**src/rtl/bcp_sequencer_if.sv**
```systemverilog
// Handshake and memory bus bundle for the BCP sequencer.
// master: sequencer side; slave: environment side (memory, init logic,
// check units, conflict analysis and variable selection).
interface bcp_sequencer_if #(
   parameter int unsigned ADDR_W    = 3,
   parameter int unsigned DATA_W    = 8,
   parameter int unsigned CHECK_NUM = 8
);
   logic                 system_initial_signal;
   logic                 initial_finish;
   logic                 bcp_request;
   logic                 mem_finish;
   logic [DATA_W-1:0]    mem_rdata;
   logic [CHECK_NUM-1:0] bcp_finish;
   logic [CHECK_NUM-1:0] bcp_conflict;
   logic                 conflict_done;
   logic                 select_var_finish;

   logic                 initial_request;
   logic                 mem_request;
   logic                 mem_read;
   logic [ADDR_W-1:0]    mem_addr;
   logic [DATA_W-1:0]    free_vec;
   logic [DATA_W-1:0]    assign_vec;
   logic [DATA_W-1:0]    clause_word;
   logic                 clause_we;
   logic                 bcp_start;
   logic                 conflict_analysis_request;
   logic                 select_var_request;
   logic                 busy;

   modport master (
      input  system_initial_signal, initial_finish, bcp_request, mem_finish,
             mem_rdata, bcp_finish, bcp_conflict, conflict_done,
             select_var_finish,
      output initial_request, mem_request, mem_read, mem_addr, free_vec,
             assign_vec, clause_word, clause_we, bcp_start,
             conflict_analysis_request, select_var_request, busy
   );

   modport slave (
      output system_initial_signal, initial_finish, bcp_request, mem_finish,
             mem_rdata, bcp_finish, bcp_conflict, conflict_done,
             select_var_finish,
      input  initial_request, mem_request, mem_read, mem_addr, free_vec,
             assign_vec, clause_word, clause_we, bcp_start,
             conflict_analysis_request, select_var_request, busy
   );
endinterface

```
**src/rtl/bcp_sequencer.sv**
```systemverilog
// BCP engine sequencer: INIT, fetch of free/assignment/clause words,
// parallel check collection across CHECK_NUM units, then hand-off to
// conflict analysis or variable selection.
// Optional: define BCP_TIMEOUT_EN to add a CHECK watchdog (TIMEOUT cycles)
// with a sticky timeout_err output.
module bcp_sequencer #(
   parameter int unsigned ADDR_W      = 3,
   parameter int unsigned DATA_W      = 8,
   parameter int unsigned CHECK_NUM   = 8,
   parameter int unsigned FETCH_WORDS = 4,
   parameter int unsigned TIMEOUT     = 255
) (
   input  logic clock,
   input  logic reset,
`ifdef BCP_TIMEOUT_EN
   output logic timeout_err,
`endif
   bcp_sequencer_if.master bus
);

   typedef enum logic [2:0] {
      S_IDLE, S_INIT, S_FETCH, S_CHECK, S_RESOLVE, S_CONFLICT, S_SELECT
   } state_t;

   localparam logic [ADDR_W-1:0] LAST_WORD = ADDR_W'(FETCH_WORDS - 1);

   if (FETCH_WORDS < 2 || FETCH_WORDS > (1 << ADDR_W) || TIMEOUT < 1) begin : g_bad_cfg
      $error("bcp_sequencer: FETCH_WORDS must be 2..2**ADDR_W and TIMEOUT >= 1");
   end

   state_t               state_q, state_nx;
   logic [ADDR_W-1:0]    cnt_q;
   logic [CHECK_NUM-1:0] done_q;
   logic                 conf_q;
   logic [DATA_W-1:0]    free_q, assign_q;
   logic                 start_q;

`ifdef BCP_TIMEOUT_EN
   localparam int unsigned TMO_W = (TIMEOUT > 1) ? $clog2(TIMEOUT) : 1;
   logic [TMO_W-1:0] tmo_q;
   logic             err_q;
`endif

   // State register
   always_ff @(posedge clock or negedge reset) begin
      if (!reset) state_q <= S_IDLE;
      else        state_q <= state_nx;
   end

   // Next-state decode and Moore/fetch-path outputs
   always_comb begin
      state_nx                      = state_q;
      bus.initial_request           = 1'b0;
      bus.mem_request               = 1'b0;
      bus.mem_read                  = 1'b0;
      bus.mem_addr                  = '0;
      bus.clause_word               = '0;
      bus.clause_we                 = 1'b0;
      bus.conflict_analysis_request = 1'b0;
      bus.select_var_request        = 1'b0;
      bus.busy                      = (state_q != S_IDLE);
      bus.bcp_start                 = start_q;
      bus.free_vec                  = free_q;
      bus.assign_vec                = assign_q;
      case (state_q)
         S_IDLE: begin
            if (bus.system_initial_signal) state_nx = S_INIT;
            else if (bus.bcp_request)      state_nx = S_FETCH;
         end
         S_INIT: begin
            bus.initial_request = 1'b1;
            if (bus.initial_finish) state_nx = S_IDLE;
         end
         S_FETCH: begin
            bus.mem_request = 1'b1;
            bus.mem_read    = 1'b1;
            bus.mem_addr    = cnt_q;
            if (bus.mem_finish && cnt_q > ADDR_W'(1)) begin
               bus.clause_we   = 1'b1;
               bus.clause_word = bus.mem_rdata;
            end
            if (bus.mem_finish && cnt_q == LAST_WORD) state_nx = S_CHECK;
         end
         S_CHECK: begin
            // Current-cycle finishes are OR-ed in so an all-at-once finish exits immediately
            if (&(done_q | bus.bcp_finish)) state_nx = S_RESOLVE;
`ifdef BCP_TIMEOUT_EN
            else if (tmo_q == TMO_W'(TIMEOUT - 1)) state_nx = S_IDLE;
`endif
         end
         S_RESOLVE: state_nx = conf_q ? S_CONFLICT : S_SELECT;
         S_CONFLICT: begin
            bus.conflict_analysis_request = 1'b1;
            if (bus.conflict_done) state_nx = S_IDLE;
         end
         S_SELECT: begin
            bus.select_var_request = 1'b1;
            if (bus.select_var_finish) state_nx = S_IDLE;
         end
         default: state_nx = S_IDLE;
      endcase
   end

   // Fetch counter, latched vectors, done mask, conflict flag, start pulse
   always_ff @(posedge clock or negedge reset) begin
      if (!reset) begin
         cnt_q    <= '0;
         done_q   <= '0;
         conf_q   <= 1'b0;
         free_q   <= '0;
         assign_q <= '0;
         start_q  <= 1'b0;
      end else begin
         start_q <= (state_q == S_FETCH) && (state_nx == S_CHECK);
         case (state_q)
            S_IDLE: begin
               if (!bus.system_initial_signal && bus.bcp_request) begin
                  cnt_q  <= '0;
                  done_q <= '0;
                  conf_q <= 1'b0;
               end
            end
            S_FETCH: begin
               if (bus.mem_finish) begin
                  if (cnt_q == '0)          free_q   <= bus.mem_rdata;
                  if (cnt_q == ADDR_W'(1))  assign_q <= bus.mem_rdata;
                  cnt_q <= cnt_q + ADDR_W'(1);
               end
            end
            S_CHECK: begin
               done_q <= done_q | bus.bcp_finish;
               conf_q <= conf_q | (|(bus.bcp_conflict & bus.bcp_finish));
            end
            default: ;
         endcase
      end
   end

`ifdef BCP_TIMEOUT_EN
   // CHECK watchdog: counter idles at zero outside CHECK; error is sticky
   always_ff @(posedge clock or negedge reset) begin
      if (!reset) begin
         tmo_q <= '0;
         err_q <= 1'b0;
      end else begin
         if (state_q != S_CHECK) tmo_q <= '0;
         else                    tmo_q <= tmo_q + TMO_W'(1);
         if (state_q == S_CHECK && state_nx == S_IDLE) err_q <= 1'b1;
      end
   end

   assign timeout_err = err_q;
`endif

endmodule

```
**src/flat_wrapper.sv**
```systemverilog
// flat-port wrapper written by rule: the top's interface ports become plain ports
module bcp_sequencer_flat 
#(
   parameter int unsigned ADDR_W      = 3,
   parameter int unsigned DATA_W      = 8,
   parameter int unsigned CHECK_NUM   = 8,
   parameter int unsigned FETCH_WORDS = 4,
   parameter int unsigned TIMEOUT     = 255
)
  (clock, reset, bus_system_initial_signal, bus_initial_finish, bus_bcp_request, bus_mem_finish, bus_mem_rdata, bus_bcp_finish, bus_bcp_conflict, bus_conflict_done, bus_select_var_finish, bus_initial_request, bus_mem_request, bus_mem_read, bus_mem_addr, bus_free_vec, bus_assign_vec, bus_clause_word, bus_clause_we, bus_bcp_start, bus_conflict_analysis_request, bus_select_var_request, bus_busy);
  bcp_sequencer_if #(.ADDR_W(ADDR_W), .DATA_W(DATA_W), .CHECK_NUM(CHECK_NUM)) bus_i ();
  input  logic clock;
  input  logic reset;
  input wire logic [$bits(bus_i.system_initial_signal)-1:0] bus_system_initial_signal;
  input wire logic [$bits(bus_i.initial_finish)-1:0] bus_initial_finish;
  input wire logic [$bits(bus_i.bcp_request)-1:0] bus_bcp_request;
  input wire logic [$bits(bus_i.mem_finish)-1:0] bus_mem_finish;
  input wire logic [$bits(bus_i.mem_rdata)-1:0] bus_mem_rdata;
  input wire logic [$bits(bus_i.bcp_finish)-1:0] bus_bcp_finish;
  input wire logic [$bits(bus_i.bcp_conflict)-1:0] bus_bcp_conflict;
  input wire logic [$bits(bus_i.conflict_done)-1:0] bus_conflict_done;
  input wire logic [$bits(bus_i.select_var_finish)-1:0] bus_select_var_finish;
  output wire logic [$bits(bus_i.initial_request)-1:0] bus_initial_request;
  output wire logic [$bits(bus_i.mem_request)-1:0] bus_mem_request;
  output wire logic [$bits(bus_i.mem_read)-1:0] bus_mem_read;
  output wire logic [$bits(bus_i.mem_addr)-1:0] bus_mem_addr;
  output wire logic [$bits(bus_i.free_vec)-1:0] bus_free_vec;
  output wire logic [$bits(bus_i.assign_vec)-1:0] bus_assign_vec;
  output wire logic [$bits(bus_i.clause_word)-1:0] bus_clause_word;
  output wire logic [$bits(bus_i.clause_we)-1:0] bus_clause_we;
  output wire logic [$bits(bus_i.bcp_start)-1:0] bus_bcp_start;
  output wire logic [$bits(bus_i.conflict_analysis_request)-1:0] bus_conflict_analysis_request;
  output wire logic [$bits(bus_i.select_var_request)-1:0] bus_select_var_request;
  output wire logic [$bits(bus_i.busy)-1:0] bus_busy;
  assign bus_i.system_initial_signal = bus_system_initial_signal;
  assign bus_i.initial_finish = bus_initial_finish;
  assign bus_i.bcp_request = bus_bcp_request;
  assign bus_i.mem_finish = bus_mem_finish;
  assign bus_i.mem_rdata = bus_mem_rdata;
  assign bus_i.bcp_finish = bus_bcp_finish;
  assign bus_i.bcp_conflict = bus_bcp_conflict;
  assign bus_i.conflict_done = bus_conflict_done;
  assign bus_i.select_var_finish = bus_select_var_finish;
  assign bus_initial_request = bus_i.initial_request;
  assign bus_mem_request = bus_i.mem_request;
  assign bus_mem_read = bus_i.mem_read;
  assign bus_mem_addr = bus_i.mem_addr;
  assign bus_free_vec = bus_i.free_vec;
  assign bus_assign_vec = bus_i.assign_vec;
  assign bus_clause_word = bus_i.clause_word;
  assign bus_clause_we = bus_i.clause_we;
  assign bus_bcp_start = bus_i.bcp_start;
  assign bus_conflict_analysis_request = bus_i.conflict_analysis_request;
  assign bus_select_var_request = bus_i.select_var_request;
  assign bus_busy = bus_i.busy;
  bcp_sequencer #(.ADDR_W(ADDR_W), .DATA_W(DATA_W), .CHECK_NUM(CHECK_NUM), .FETCH_WORDS(FETCH_WORDS), .TIMEOUT(TIMEOUT)) u_core (.clock(clock), .reset(reset), .bus(bus_i));
endmodule
```
**config.mk**
```make
export PLATFORM = sky130hd
export DESIGN_NAME = bcp_sequencer_flat
export DESIGN_NICKNAME = d
export VERILOG_FILES = /design/src/rtl/bcp_sequencer_if.sv /design/src/rtl/bcp_sequencer.sv /design/src/flat_wrapper.sv
export SDC_FILE = /design/constraint.sdc
export NUM_CORES = 1
export LEC_CHECK = 0
export ABC_CLOCK_PERIOD_IN_PS = 4600
export BUFFER_PORTS_ARGS = -buffer_cell sky130_fd_sc_hd__buf_2
export CORE_ASPECT_RATIO = 1.1
export CORE_MARGIN = 1.5
export CORE_UTILIZATION = 51
export DETAILED_ROUTE_END_ITERATION = 12
export HOLD_SLACK_MARGIN = 0.03
export PLACE_DENSITY = 0.87
export SLEW_MARGIN = 20
export SYNTH_ARGS = -nofsm -noshare
export SYNTH_HDL_FRONTEND = slang
export SYNTH_SLANG_ARGS = --single-unit
export TNS_END_PERCENT = 50
```
**constraint.sdc**
```tcl
create_clock -name clock -period 4.6 [get_ports clock]
set_clock_uncertainty 0.15 [all_clocks]
set_input_delay 0.23 -clock clock [delete_from_list [all_inputs] [get_ports clock]]
set_output_delay 0.23 -clock clock [all_outputs]
set_load 0.005 [all_outputs]
```
---- Word-level counts from Yosys, hierarchy flattened ----
Index checks and enable logic that the tools add are counted.
word-level totals
  register bits after elaboration ......... 32
  input port bits ......................... 32
  output and inout port bits .............. 35
  word-level logic and storage cells ...... 64
cells by class
  add/subtract/negate cells ............... 1
  order comparisons ....................... 1
  equal/unequal tests ..................... 11
  mux-type cells .......................... 25
  bitwise gates (word level) .............. 3
  reduce and logical (&&, ||, !) cells .... 16
operators by type and width
  operator                                                        count
  two-way mux 3 bit                                               10
  two-way mux 8 bit                                               3
  case mux 3 bit (7 select lines)                                 1
  case mux 8 bit (2 select lines)                                 1
  == test 3 x 2 -> 1 bit (second input constant)                  4
  == test 3 bit (second input constant)                           3
  AND reduction 3 bit                                             3
  AND 8 bit                                                       1
  OR 8 bit                                                        1
  AND reduction 8 bit                                             1
  OR reduction 8 bit                                              1
  two-way mux 1 bit                                               7
  == test 3 x 1 -> 1 bit (second input constant)                  2
  zero test 3 bit                                                 2
  case mux 3 bit (2 select lines)                                 1
  logical AND 1 bit                                               4
  nonzero test 2 bit                                              2
  adder 3 x 1 -> 3 bit (second input constant)                    1
  greater-than comparator 3 x 1 -> 1 bit (second input constant)  1
  nonzero test 3 bit                                              1
  two-way mux 2 bit                                               1
  inequality test 2 x 1 -> 1 bit (second input constant)          1
  inequality test 2 bit (second input constant)                   1
  case mux 1 bit (2 select lines)                                 1
  3 further kinds                                                 3

---- Depth between registers and ports, before layout ----
Gate-level depths: netlist of run 1.
  depth in word-level cells ............... 6
  mapped depth ............................ 5
  mapped depth without buffers ............ 4

---- Worst setup path before layout of run 1 ----
No wires, ideal clock.
  path type ............................... register to output
  start point ............................. reg u_core.state_q[0]
  end point ............................... out bus_mem_addr[0]
  arrival ................................. 1.152 ns
  slack ................................... 3.068 ns
  cell stages (with the launch flop) ...... 4
  path buffers ............................ 1
  path through ............................ dfrtp_1 > buf_2 > nor3b_1 > and2_1
between the ends
  longest elaborated chain between the ends .. 2
RTL lines
  item                    line                 source
  start, declared         bcp_sequencer.sv:31  state_t state_q, state_nx;
  start signal, assigned  bcp_sequencer.sv:47  else state_q <= state_nx;
  == test 3 x 2 -> 1 bit  bcp_sequencer.sv:65  case (state_q)
  two-way mux 3 bit       bcp_sequencer.sv:65
  end, declared           flat_wrapper.sv:26   output wire logic [$bits(bus_i.mem_addr)-1:0] bus_mem_addr;
Every way passes these cells.

---- Worst setup path after layout of run 1 ----
  start point ............................. reg u_core.state_q[2]
  end point ............................... out bus_clause_word[4]
between the ends
  longest elaborated chain between the ends .. 2
RTL lines
  item                    line                 source
  == test 3 x 2 -> 1 bit  bcp_sequencer.sv:65
  two-way mux 8 bit       bcp_sequencer.sv:65
  end, declared           flat_wrapper.sv:29   output wire logic [$bits(bus_i.clause_word)-1:0] bus_clause_word;
Every way passes these cells.

==> metrics, run 1 <==
status=complete, no violations; Leak Pwr=1.07 nW; Post-Syn Area=1580 um2; antenna viol nets, final=0; Antenna diodes=0; Critical Path Start Type=flop; initial antenna violation count=0; layout cells sized above 1=43.9%; Initial Utilization=a little under three fifths; clock power share=14.1%; H-Tree Level Count=2; Synth area leaders=dfrtp_1 51%, mux2_2 11%, and2_1 4.8%; post-synthesis area per instance=between 10 and 15 um2; sequential area share after synthesis=50.8%; Yosys reg bits=32; worst-path fanout max=11; area grow syn2layout=31.2%; Pwr Density=570 nW/um2; Final GP Congestion=about 0.82; Worst Slack Setup Final=2140 ps; arrival time at the worst endpoint=around 2100 ps; GR Overflow Total=0; cell count after synthesis=137; xor/xnor share of the synthesized area=0%; vias in the first global route=1415; Worst R2R End=u_core.bus.assign_vec[4]$_DFFE_PN0P_; Slew @ Worst Pin=roughly 700 ps; Post-synth EDFFs=0; Sink Count=32; reg2reg start=u_core.state_q[2]$_DFF_PN0_; Worst-Skew Late Latency=330 ps; Post-Synth Adder-Cell Area=3.17%; First-pass DRT Iterations=4; Max Root-Sink Buffers=2; syn_nets=roughly 170; drt drc=0; final net count=~250; Yosys top cell by area=dfrtp_1; Post-synth top cells=32 x dfrtp_1, 15 x mux2_2, 12 x a21oi_1, 12 x and2_1, 10 x nor2_1; Post-Place Worst Slack=2590 ps; Cell variety after synth=30; Critical path origin=u_core.state_q[2]$_DFF_PN0_; CTS tree=yes; mux cell area share after synthesis=a little over an eighth; Core Area=2850 um2; largest net degree at the start of global routing=33; first-pass GRT wire length=6.42 mm; die height=between 60 and 70 um; final hold vios=0; Ys Warns=0; Yosys top cell area share=50.8%; Int Power=0.000740 W; initial drt markers=44; most numerous cell in the Yosys netlist=dfrtp_1; Reg clk slew, reported paths=100 ps; IO Pins=67; hold wc startpoint=bus_bcp_finish[5]; buffers added on ports=between 60 and 70; Avg WL per Cell=16.5 um; Net Sw Power=0.000440 W; Die Area=3440 um2; simple-gate share of the synthesized area=15.6%; Primary FF master, synth=dfrtp_1; setup tns final=0 ps; fin. max-slew vios=0; worst min path class=in -> reg; flop2flop setup slack=2730 ps; Flop pwr share=between 40% and 50%; ys async rst share=100%; Post-CTS Setup Repair Bufs=0; Vias per Instance=5.43; largest family of logic cells by synthesized area=simple AND/OR/NAND/NOR gates; Total Power=0.00118 W; hpwl dp=2.88 mm; Crit. End Element=output port; Inserted Clock Buffers=5; Post-CTS Resized=0; CP Capture Point=bus_clause_word[4]; Synth Area in Compound Gates=12.2%; Post-Route WL=4.08 mm; cells on worst reg2reg path=3; Comb pwr share=42.3%; RSZ-0062 raised after global routing=no; overall routing resource usage=25.0%; clk root buf=clkbuf_4; crit share post-route=between 50% and 60%; Tmin final=approximately 2500 ps; max_slew headroom=about 53%; Sw Ratio=37.3%; # rows=20; Max VDD drop=just over 0.4 mV; maxcap violations=0; Die X=56.0 um; Setup-failing EPs final=0; critical path data required time=4220 ps; Setup Crit Path Kind=reg -> out; fin util=72.6%; FMAX=0.406 GHz; total number of vias=1341
repair_timing:
action	4_1_cts	5_1_grt
hold buffers	10	0
setup endpoints to repair	0	0
hold endpoints to repair	49	0
stage by stage:
step           instance area, um2  hold slack, ps  instances
2_1_floorplan                1580            -216        137
3_3_place_gp                 1910             152        229
3_5_place_dp                 1910             163        229
4_1_cts                      2070            30.3        247
5_1_grt                      2070            54.2        247
6_report                     2070            42.8        247
cell usage in the layout (no fill, tap or decap):
cell,n
buf_2,66
dfrtp_1,32
mux2_2,15
a21oi_1,12
and2_1,12
nor2_1,10
dlygate4sd3_1,10
inv_1,9
o22ai_1,5
clkbuf_4,5
nand2_1,4
a22oi_1,4
ha_1,4
nor3b_1,2
and3b_1,2
o21ai_0,2
nand3_4,2
mux2_1,2
clkinv_2,2
nor3_2,1
or4_1,1
and3_1,1
o41ai_1,1
nor2b_1,1
o311ai_0,1
mux4_2,1
and4bb_1,1
o211ai_1,1
a21boi_4,1
a22o_1,1
o2bb2ai_1,1
and4_1,1
clkbuf_8,1
critical path: stages, from the launching register on:
cell      delay (ps)
dfrtp_1          510
and4bb_1         550
a21boi_4         360
and2_1           210
buf_2            130
worst min-delay path by stage:
stage | to | slack [ps] | depth (start not counted)
global route | u_core.done_q[7]$_DFFE_PN0P_ | 50 | 3
detailed placement | u_core.bus.bcp_start$_DFF_PN0_ | 160 | 1
global placement | u_core.bus.bcp_start$_DFF_PN0_ | 150 | 1
floorplan | u_core.bus.assign_vec[0]$_DFFE_PN0P_ | -220 | 0
finish | u_core.done_q[5]$_DFFE_PN0P_ | 40 | 3
CTS | u_core.done_q[3]$_DFFE_PN0P_ | 30 | 3
cells by family after synthesis:
kind of cell | after synthesis
AOI/OAI and AO/OA | 29
adders and majority gates | 4
buffers and inverters | 16
DFF | 32
muxes | 18
and+or+nand+nor | 38
power groups by stage:
stage / clock (W) / sequential [W] / combinational [W]
after detailed placement: 0 / 0.000518 / 0.000487
after global routing: 0.000180 / 0.000532 / 0.000547
final: 0.000167 / 0.000515 / 0.000499
after CTS: 0.000168 / 0.000512 / 0.000498
after floorplan: 0 / 0.000486 / 0.000332
after global placement: 0 / 0.000506 / 0.000457
final cells by class:
class / instances / area, um2
Clock buffer: 6 / 51.3
Clock inverter: 2 / 10.0
Fill cell: 207 / 782
Inverter: 9 / 33.8
Multi-Input combinational cell: 89 / 703
Sequential cell: 32 / 801
Tap cell: 33 / 41.3
Timing Repair Buffer: 76 / 430
metal layers:
layer / vias up / track usage (%) / wire length [um]
met4: 0 / 15.3 / 129
met3: 12 / 5.04 / 160
met5: - / 0 / 0
li1: 638 / - / -
met1: 655 / 28.1 / 1570
met2: 36 / 44.9 / 2220
flip-flops by register name, summed over array words and instances, names as in the netlist:
name / cells
u_core.bus.bcp_start: 1
u_core.state_q: 3
u_core.conf_q: 1
u_core.done_q: 8
u_core.cnt_q: 3
u_core.bus.assign_vec: 8
u_core.bus.free_vec: 8
Note: power is estimated with default switching activity, not from simulation.
==> inputs of run 2 (changes only) <==
- ABC_CLOCK_PERIOD_IN_PS: 4600 -> 2450
- CORE_UTILIZATION: 51 -> 47
- PLACE_DENSITY: 0.87 -> 0.81
- clock period: 4.6 -> 2.45 ns (I/O delays scaled with it)
==> metrics, run 2 (synthesized netlist as in run 1, its figures left out) <==
status=finished with violations; failing checks=design-rule violations; buffers added on ports=66; RSZ-0062 raised after global routing=no; Flop pwr share=42.2%; crit share post-route=90.5%; fin util=between 60% and 70%; Tmin final=2220 ps; Worst-Skew Late Latency=340 ps; clock power share=17.4%; max_slew headroom=53.9%; drt drc=3; slowest CP cell=dfrtp_1; Max VDD drop=0.484 mV; hpwl dp=2.75 mm; Core Area=3130 um2; Post-CTS Setup Repair Bufs=0; vias in the first global route=roughly 1400; antenna viol nets, final=0; Crit. End Element=output port; Vias per Instance=5.31; clk root buf=clkbuf_4; Post-Layout Cell Count=258; critical path data required time=2180 ps; fin. max-slew vios=0; initial antenna violation count=0; Comb pwr share=40.4%; FMAX=0.451 GHz; First-pass DRT Iterations=11; Int Power=0.00148 W; Avg WL per Cell=14.9 um; H-Tree Level Count=2; CTS tree=yes; worst hold endpoint=u_core.state_q[2]$_DFF_PN0_; setup tns final=0 ps; Sink Count=32; Setup-failing EPs final=0; initial drt markers=34; Critical Path Start Type=flop; Max Root-Sink Buffers=2; total number of vias=around 1400; hold wc startpoint=bus_conflict_done; final net count=259; GR Overflow Total=0; layout cells sized above 1=42.0%; final hold vios=0; worst min path class=in -> reg; first-pass GRT wire length=around 6.5 mm; Final GP Congestion=0.851; cells on worst reg2reg path=3; arrival time at the worst endpoint=just under 2000 ps; most common cell after layout, fill and taps aside=buf_2; Inst Count DP=230; area grow syn2layout=38.6%; Worst R2R End=u_core.bus.assign_vec[4]$_DFFE_PN0P_; Leak Pwr=1.11 nW; Max stage delay on crit path=510 ps; Inserted Clock Buffers=5; WHS Path Cells=4; largest net degree at the start of global routing=33; reg2reg start=u_core.state_q[2]$_DFF_PN0_; Initial Utilization=50.5%; Setup Crit Path Kind=reg -> out; Pwr Density=~1000 nW/um2; Net Sw Power=0.000810 W; Die Area=3710 um2; # rows=21; overall routing resource usage=around a quarter; IO Pins=67; Slew @ Worst Pin=about 690 ps; Antenna diodes=0; Die X=58.2 um; flop2flop setup slack=around 670 ps; CP Cell Sequence=and4bb_2 > a21boi_4 > and2_1 > buf_2; die height=63.8 um; Post-Route WL=3.85 mm; Reg clk slew, reported paths=~100 ps; commonest cells after routing, fill and taps aside=66 x buf_2, 32 x dfrtp_1, 20 x dlygate4sd3_1, 15 x mux2_2; Sw Ratio=35.4%; maxcap violations=0; worst-path fanout max=11
run 2: cell types whose count changed in the layout (fill, tap and decap cells not counted), sizes merged:
cell,change
clkinv,-1
bufinv,+1
dlygate4sd3,+10
run 2: how the worst max path moves through the flow:
stage	from	end	slack [ps]	depth (start not counted)
after floorplan	u_core.state_q[2]$_DFF_PN0_	u_core.bus.assign_vec[4]$_DFFE_PN0P_	980	4
final	u_core.state_q[2]$_DFF_PN0_	bus_clause_word[7]	230	4
after global placement	u_core.state_q[2]$_DFF_PN0_	bus_clause_word[4]	630	4
after detailed placement	u_core.state_q[2]$_DFF_PN0_	bus_clause_word[7]	540	4
after CTS	u_core.state_q[2]$_DFF_PN0_	bus_clause_word[7]	150	4
after global routing	u_core.state_q[2]$_DFF_PN0_	bus_clause_word[3]	80	4
run 2: what timing repair did:
item                                    in CTS  in global routing
gates resized for setup                      0                  1
endpoints found under the hold margin       59                  0
hold buffers                                20                  0
endpoints found under the setup margin       0                  3
run 2: per-layer routing:
metal / vias to the layer above / global-route usage [%] / share of wire, %
li1: 658 / - / -
met1: 648 / 26.1 / 38
met2: 48 / 40.5 / 54
met3: 15 / 7.49 / 4.2
met4: 0 / 12.5 / 3.8
met5: - / 0 / 0
run 2: worst max-delay path: cells and delay by family (launching register included):
kind,cells,cell delay (ps)
and+or+nand+nor,2,660
DFF,1,510
AOI/OAI and AO/OA,1,310
buffers and inverters,1,120
run 2: layout make-up:
cell class	count	area (um2)
clock buffer	6	41.3
sequential	32	801
timing repair buffer	86	531
multi-input combinational	89	703
clock inverter	2	35.0
inverter	9	33.8
fill	243	940
tap	34	42.5
run 2: per-stage QoR:
step / worst slack [ps] / power [W] / hold WS (ps) / area [um2]
after floorplan: 984 / 0.00153 / -323 / 1580
after global placement: 629 / 0.00181 / 43.8 / 1910
after detailed placement: 538 / 0.00187 / 59.3 / 1910
after CTS: 152 / 0.00229 / 49.6 / 2190
after global routing: 81.8 / 0.00246 / 55.4 / 2190
final: 234 / 0.00229 / 47.5 / 2190
run 2: power groups by stage:
| stage | Combinational [W] | Clock (W) | Sequential (W) |
|---|---|---|---|
| after floorplan | 0.000623 | 0 | 0.000912 |
| after global placement | 0.000858 | 0 | 0.000949 |
| after detailed placement | 0.000903 | 0 | 0.000969 |
| after CTS | 0.000930 | 0.000401 | 0.000959 |
| after global routing | 0.00103 | 0.000431 | 0.00100 |
| final | 0.000923 | 0.000397 | 0.000964 |
